[src/rtl/alu_in_pkg_hdl.sv]
// rtl/alu_in_pkg_hdl.sv - shared ALU operation codes, width defaults and FSM state type
//
// Purpose: single home for the ALU opcode enum and the default operand/result
// widths so that the core, the multiplier and any bench agree on encodings.
// Ports: none (package).

package alu_in_pkg_hdl;

  localparam int ALU_IN_OP_WIDTH_DEFAULT      = 8;
  localparam int ALU_OUT_RESULT_WIDTH_DEFAULT = 16;

  // Codes 5 and 6 are deliberately unassigned; the core consumes them silently.
  typedef enum logic [2:0] {
    no_op  = 3'd0,
    add_op = 3'd1,
    and_op = 3'd2,
    xor_op = 3'd3,
    mul_op = 3'd4,
    rst_op = 3'd7
  } alu_in_op_t;

  typedef enum logic [1:0] {
    ST_IDLE = 2'd0,
    ST_BUSY = 2'd1,
    ST_DONE = 2'd2
  } alu_state_e;

endpackage

[src/rtl/alu_core_mul.sv]
// rtl/alu_core_mul.sv - registered unsigned multiplier used by alu_core for mul_op
//
// Purpose: captures the operands on start_i and presents the full unsigned
// product two edges later, so the core can latch it on the third edge after
// the accept (done at accept+3).
// Ports:
//   clk_i      clock, rising edge
//   rst_i      synchronous active-high reset
//   start_i    operand capture strobe (one cycle, at accept)
//   a_i, b_i   operands, W bits each
//   product_o  registered product, 2*W bits

module alu_core_mul #(
  parameter int W = 8
) (
  input  logic           clk_i,
  input  logic           rst_i,
  input  logic           start_i,
  input  logic [W-1:0]   a_i,
  input  logic [W-1:0]   b_i,
  output logic [2*W-1:0] product_o
);

  logic [W-1:0]   a_q, a_d;
  logic [W-1:0]   b_q, b_d;
  logic [2*W-1:0] prod_q, prod_d;

  // Operands are frozen between starts, so later changes on a_i/b_i cannot
  // disturb an operation that is already in flight.
  always_comb begin
    a_d    = a_q;
    b_d    = b_q;
    prod_d = {{W{1'b0}}, a_q} * {{W{1'b0}}, b_q};
    if (start_i) begin
      a_d = a_i;
      b_d = b_i;
    end
  end

  always_ff @(posedge clk_i) begin
    if (rst_i) begin
      a_q    <= '0;
      b_q    <= '0;
      prod_q <= '0;
    end else begin
      a_q    <= a_d;
      b_q    <= b_d;
      prod_q <= prod_d;
    end
  end

  assign product_o = prod_q;

endmodule

[src/rtl/alu_core.sv]
// rtl/alu_core.sv - small multi-cycle ALU with IDLE/BUSY/DONE handshake FSM
//
// Purpose: accepts one request per valid&&ready, computes add/and/xor in one
// cycle and (optionally) an unsigned multiply in three, and pulses done for
// one cycle with the registered result.
// Configuration: define ALU_CORE_MUL_EN to build the multiplier; without it
// mul_op is consumed like no_op.
// Ports:
//   clk     clock, rising edge
//   rst     synchronous active-high reset
//   valid   request strobe
//   alu_op  operation code (alu_in_op_t)
//   a, b    operands, ALU_IN_OP_WIDTH bits
//   ready   high only in IDLE
//   done    one-cycle result-valid pulse
//   result  registered result, ALU_OUT_RESULT_WIDTH bits

module alu_core
  import alu_in_pkg_hdl::*;
#(
  parameter int ALU_IN_OP_WIDTH      = ALU_IN_OP_WIDTH_DEFAULT,
  parameter int ALU_OUT_RESULT_WIDTH = ALU_OUT_RESULT_WIDTH_DEFAULT
) (
  input  logic                            clk,
  input  logic                            rst,
  input  logic                            valid,
  input  logic [2:0]                      alu_op,
  input  logic [ALU_IN_OP_WIDTH-1:0]      a,
  input  logic [ALU_IN_OP_WIDTH-1:0]      b,
  output logic                            ready,
  output logic                            done,
  output logic [ALU_OUT_RESULT_WIDTH-1:0] result
);

  localparam int W  = ALU_IN_OP_WIDTH;
  localparam int RW = ALU_OUT_RESULT_WIDTH;

  alu_state_e      state_q, state_d;
  logic [1:0]      cnt_q, cnt_d;
  logic [RW-1:0]   result_q, result_d;
  logic [W:0]      sum;
  logic [RW-1:0]   mul_product;

  assign sum = {1'b0, a} + {1'b0, b};

`ifdef ALU_CORE_MUL_EN
  logic mul_start;

  alu_core_mul #(
    .W(W)
  ) u_mul (
    .clk_i    (clk),
    .rst_i    (rst),
    .start_i  (mul_start),
    .a_i      (a),
    .b_i      (b),
    .product_o(mul_product)
  );
`else
  assign mul_product = '0;
`endif

  always_comb begin
    state_d  = state_q;
    cnt_d    = cnt_q;
    result_d = result_q;
`ifdef ALU_CORE_MUL_EN
    mul_start = 1'b0;
`endif

    unique case (state_q)
      ST_IDLE: begin
        if (valid) begin
          case (alu_in_op_t'(alu_op))
            add_op: begin
              result_d = {{(RW-W-1){1'b0}}, sum};
              state_d  = ST_DONE;
            end
            and_op: begin
              result_d = {{(RW-W){1'b0}}, a & b};
              state_d  = ST_DONE;
            end
            xor_op: begin
              result_d = {{(RW-W){1'b0}}, a ^ b};
              state_d  = ST_DONE;
            end
`ifdef ALU_CORE_MUL_EN
            mul_op: begin
              mul_start = 1'b1;
              cnt_d     = 2'd2;
              state_d   = ST_BUSY;
            end
`endif
            rst_op: begin
              result_d = '0;
            end
            // no_op, codes 5/6 and (without the multiplier) mul_op are
            // consumed with no visible effect.
            default: ;
          endcase
        end
      end

      ST_BUSY: begin
        // Leaving when the counter reaches 0 puts DONE at accept+3; the
        // multiplier product is valid in this same cycle.
        cnt_d = cnt_q - 2'd1;
        if (cnt_d == 2'd0) begin
          result_d = mul_product;
          state_d  = ST_DONE;
        end
      end

      ST_DONE: begin
        state_d = ST_IDLE;
      end

      default: begin
        state_d = ST_IDLE;
        cnt_d   = 2'd0;
      end
    endcase
  end

  always_ff @(posedge clk) begin
    if (rst) begin
      state_q  <= ST_IDLE;
      cnt_q    <= 2'd0;
      result_q <= '0;
    end else begin
      state_q  <= state_d;
      cnt_q    <= cnt_d;
      result_q <= result_d;
    end
  end

  assign ready  = (state_q == ST_IDLE);
  assign done   = (state_q == ST_DONE);
  assign result = result_q;

endmodule

[config.mk]
export PLATFORM = sky130hd
export DESIGN_NAME = alu_core
export DESIGN_NICKNAME = d
export VERILOG_FILES = /design/src/rtl/alu_in_pkg_hdl.sv /design/src/rtl/alu_core_mul.sv /design/src/rtl/alu_core.sv
export SDC_FILE = /design/constraint.sdc
export NUM_CORES = 1
export LEC_CHECK = 0
export CAP_MARGIN = 0
export CORE_MARGIN = 5
export CORE_UTILIZATION = 46
export CTS_CLUSTER_SIZE = 40
export DETAILED_ROUTE_END_ITERATION = 10
export PLACE_DENSITY = 0.86
export SLEW_MARGIN = 10
export SYNTH_ARGS = -nofsm -noshare
export SYNTH_HDL_FRONTEND = slang
export SYNTH_SLANG_ARGS = --single-unit
[constraint.sdc]
create_clock -name clk -period 2.7 [get_ports clk]
set_input_delay 0.27 -clock clk [delete_from_list [all_inputs] [get_ports clk]]
set_output_delay 0.27 -clock clk [all_outputs]
set_load 0.005 [all_outputs]
After elaboration in Yosys (flattened, before gate mapping)
Index checks and enable logic that the tools add are counted.
- bits in registers: 20
- input bits: 22
- output and inout port bits: 18
- logic and storage cells: 33
- $add $sub $neg: 2
- equality and inequality tests: 10
- mux-type cells: 9
- bitwise gates (word level): 2
- reduce and logical (&&, ||, !) cells: 7
- operator list (operator ; count):
    $pmux 16 s4 ; 1
    $mux 16 ; 2
    $pmux 16 s2 ; 1
    $add 8x8->9 ; 1
    $and 8x8->8 ; 1
    $pmux 2 s2 ; 2
    $xor 8x8->8 ; 1
    $eq 3x2->1 const B ; 2
    $mux 2 ; 3
    $ne 2x2->1 const B ; 3
    $ne 5x1->1 const B ; 1
    $logic_not 2->1 ; 2
    $reduce_and 4->1 ; 1
    $eq 3x1->1 const B ; 1
    $eq 3x3->1 const B ; 1
    $reduce_and 3->1 ; 1
    $reduce_or 3->1 ; 1
    $eq 2x1->1 const B ; 1
    $eq 2x2->1 const B ; 1
    $reduce_bool 2->1 ; 1
    $reduce_or 2->1 ; 1
    $sub 2x1->2 const B ; 1

Longest topological paths before layout
- depth after elaboration: 5
- depth in mapped cells: 7
- gate-level depth less buffers: 7

Worst setup path before layout
Ideal clock, no wire load.
- path type: input to register
- from: input port a[0]
- to: register result_q[8], in the netlist result[8]
- setup time: 0.132 ns
- data arrival time: 1.574 ns
- required time: 2.568 ns
- slack: 0.994 ns
- stages on the path: 7
- buffers on the path: 0
- cell sequence: ha_1 -> fa_1 -> a21oi_1 -> o211ai_1 -> and3_1 -> o21ai_1 -> a21oi_1
- cells in the longest elaborated chain, start to end: 4
- RTL lines (element ; RTL line ; text):
    start, declared ; alu_core.sv:28 ; input logic [ALU_IN_OP_WIDTH-1:0] a,
    $add 8x8->9 ; alu_core.sv:44 ; assign sum = {1'b0, a} + {1'b0, b};
    $pmux 16 s4 ; alu_core.sv:74 ; case (alu_in_op_t'(alu_op))
    $mux 16 ; alu_core.sv:73 ; if (valid) begin
    $pmux 16 s2 ; alu_core.sv:71 ; unique case (state_q)
    end signal, assigned ; alu_core.sv:133 ; result_q <= result_d;
    end, declared ; alu_core.sv:40 ; logic [RW-1:0] result_q, result_d;
No other way between the ends. The select of a mux whose other input is x is not followed.
A chain may end at the register's enable or synchronous reset.

Worst setup path after layout
Ends and elaborated chain as after synthesis.

==> results.md <==
* Depth of the CTS H-tree at 1
* Synth cell types at 41
* Area contributors post-synth: dfxtp_1 21%, ha_1 10%, mux2i_1 7.2%
* Synth Instances at 121
* Inserted Clock Buffers at 3
* First-pass GRT wire length at 3.86 mm
* Clock Path Buffers at 2
* Prevailing post-synth register cell: dfxtp_1
* Die width at 56.1 µm
* DRT iter0 DRCs at 21
* Post-synth top area share at 0.205
* Skew final at 1.62 ps
* Largest net degree at the start of global routing at 12
* Placeable Area at 0.00200 mm²
* Final count of pins violating max slew at 0
* RD Place Congestion at 0.846
* Antenna violations before repair at 0
* Worst-Margin Slew at 556 ps
* FMAX at 506 MHz
* Post-route clock period utilization at 0.732
* RSZ-0062 raised after global routing: false
* Finish-stage setup viols at 0
* Clk sink count at 10
* P&R area growth vs syn at 35.5%
* Post-CTS Setup Bufs at 0
* Seq cells post-synth at 10
* HPWL after detailed placement at 1.94 mm
* Final hold slack at 468 ps
* Data required, critical path at 2840 ps
* Wire length per cell at 12.9 µm
* CTS resizes at 0
* P_int at 345 µW
* Post-DR vias/cell at 5.42
* CTS Root Cell: clkbuf_4
* Post-layout util at 0.661
* Mean Syn Cell Area at 8.07 µm²
* Register area share after synthesis at 0.205
* Final ANT Viol Nets at 0
* Layout cells sized above 1 at 0.0980
* Leakage at 0.000554 µW
* Place WS at 450 ps
* Post-synth EDFFs at 0
* Row cnt at 16
* CTS clk-pin slew, worst paths at 60 ps
* Buffers on Ports at 32
* Status: complete, no violations
* Net count, final at 185
* Drt pass-1 iters at 4
* Share of total power in sequential cells at 0.331
* Async set or reset register ratio after synthesis at 0
* Psw at 152 µW
* Overall Power at 497 µW
* Rel. slew slack at 0.627
* Fillers at 172
* Peak supply drop at 0.167 mV
* Vias in the first global route at 895
* PwrDens at 376 mW/mm²
* Crit path max fanout at 4
* Commonest cells in the netlist: 10 x dfxtp_1, 10 x nor2_1, 10 x o21ai_0
* CP Data Arrival Time at 2120 ps
* Final setup TNS at 0 ps
* GRT overflow at 0
* Sw Share at 0.306
* Drt drc at 0
* Max-cap viol count at 0
* Clock Latency Late Sink at 270 ps
* Hold WC Path Type: register to register
* ANT cells at 0
* Combinational share of power at 0.401
* Vias at 975
* Die height at 56.1 µm
* Crit path kind: primary input to register
* DRT Wirelength at 2.32 mm
* Area leader, netlist: dfxtp_1
* Initial core utilization at 0.488
* Setup crit start kind: primary input
* Setup ws final at 724 ps
* Crit. End Element: register
* TritonCTS clock tree: built
* Die Area at 0.00314 mm²
* Final period demand of the worst path at 1980 ps
* Mapped cell area at 976 µm²
* Clk pwr share at 0.268
* All-Layer GR Usage at 0.146
* YS warnings at 0
* Hold-fix buffers at CTS at 0
* Io pins at 40
* Endpoints failing hold at 0
routing by layer:
layer / track usage / wire length, µm / vias to the layer above
li1: - / - / 488
met1: 0.178 / 1020 / 445
met2: 0.255 / 1110 / 39
met3: 0.0325 / 161 / 3
met4: 0.0407 / 27 / 0
met5: 0 / 0 / -
critical path, stage by stage:
cell and delay (ps):
clkdlybuf4s50_1 410, ha_1 260, fa_1 420, a21oi_1 200, o211ai_1 150, and3_1 210, o21ai_1 130, a21oi_1 70
path summary, 6_finish.rpt:
path,startpoint,to,slack (ps),cells after the start
min reg2reg,result[8],result[8],470,2
max,a[0],result[8],720,8
min,result[8],result[8],470,2
max reg2reg,state_q[1],result[7],1080,6
placed cells by master, fill, tap and decap left out, drive strengths merged, types with 4 or more instances in the layout:
cell type      synthesis  routed
a21oi                  7       7
inv                    7       7
ha                     8       8
o21ai                 12      12
conb                   1       7
nor3                   7       7
clkbuf                 1       4
nand2                  7       7
clkdlybuf4s50          0      32
mux2i                  7       7
nor2                  11      11
dfxtp                 10      10
metrics by stage:
step / instance area (µm²) / instances
after floorplan: 998 / 127
after global placement: 1290 / 176
after detailed placement: 1290 / 176
after CTS: 1320 / 180
after global routing: 1320 / 180
final: 1320 / 180
cells by family after synthesis:
family,count (synthesis),share of synthesized area
fa+ha+maj,9,0.123
xor+xnor,3,0.0269
flops,10,0.205
buf+inv,19,0.110
other cells,1,0.00384
mux,7,0.0718
simple gates,36,0.204
compound gates,36,0.255
layout make-up:
| cell class | count | area, µm² | area share |
|---|---|---|---|
| tap | 27 | 33.8 | 0.0255 |
| inverter | 7 | 26.3 | 0.0199 |
| timing repair buffer | 34 | 335 | 0.254 |
| clock buffer | 4 | 36.3 | 0.0274 |
| sequential | 10 | 200 | 0.151 |
| multi-input combinational | 98 | 691 | 0.522 |
power groups by stage:
stage | clock [µW] | sequential, µW | combinational, µW
2_1_floorplan | 0 | 169 | 126
3_3_place_gp | 0 | 168 | 192
3_5_place_dp | 0 | 168 | 198
4_1_cts | 137 | 165 | 199
5_1_grt | 142 | 166 | 219
6_report | 133 | 164 | 199
registers in the layout, indices dropped and copies added (netlist names):
name     flops
state_q      1
result       9
No activity file was read; power rests on OpenSTA's default activity.
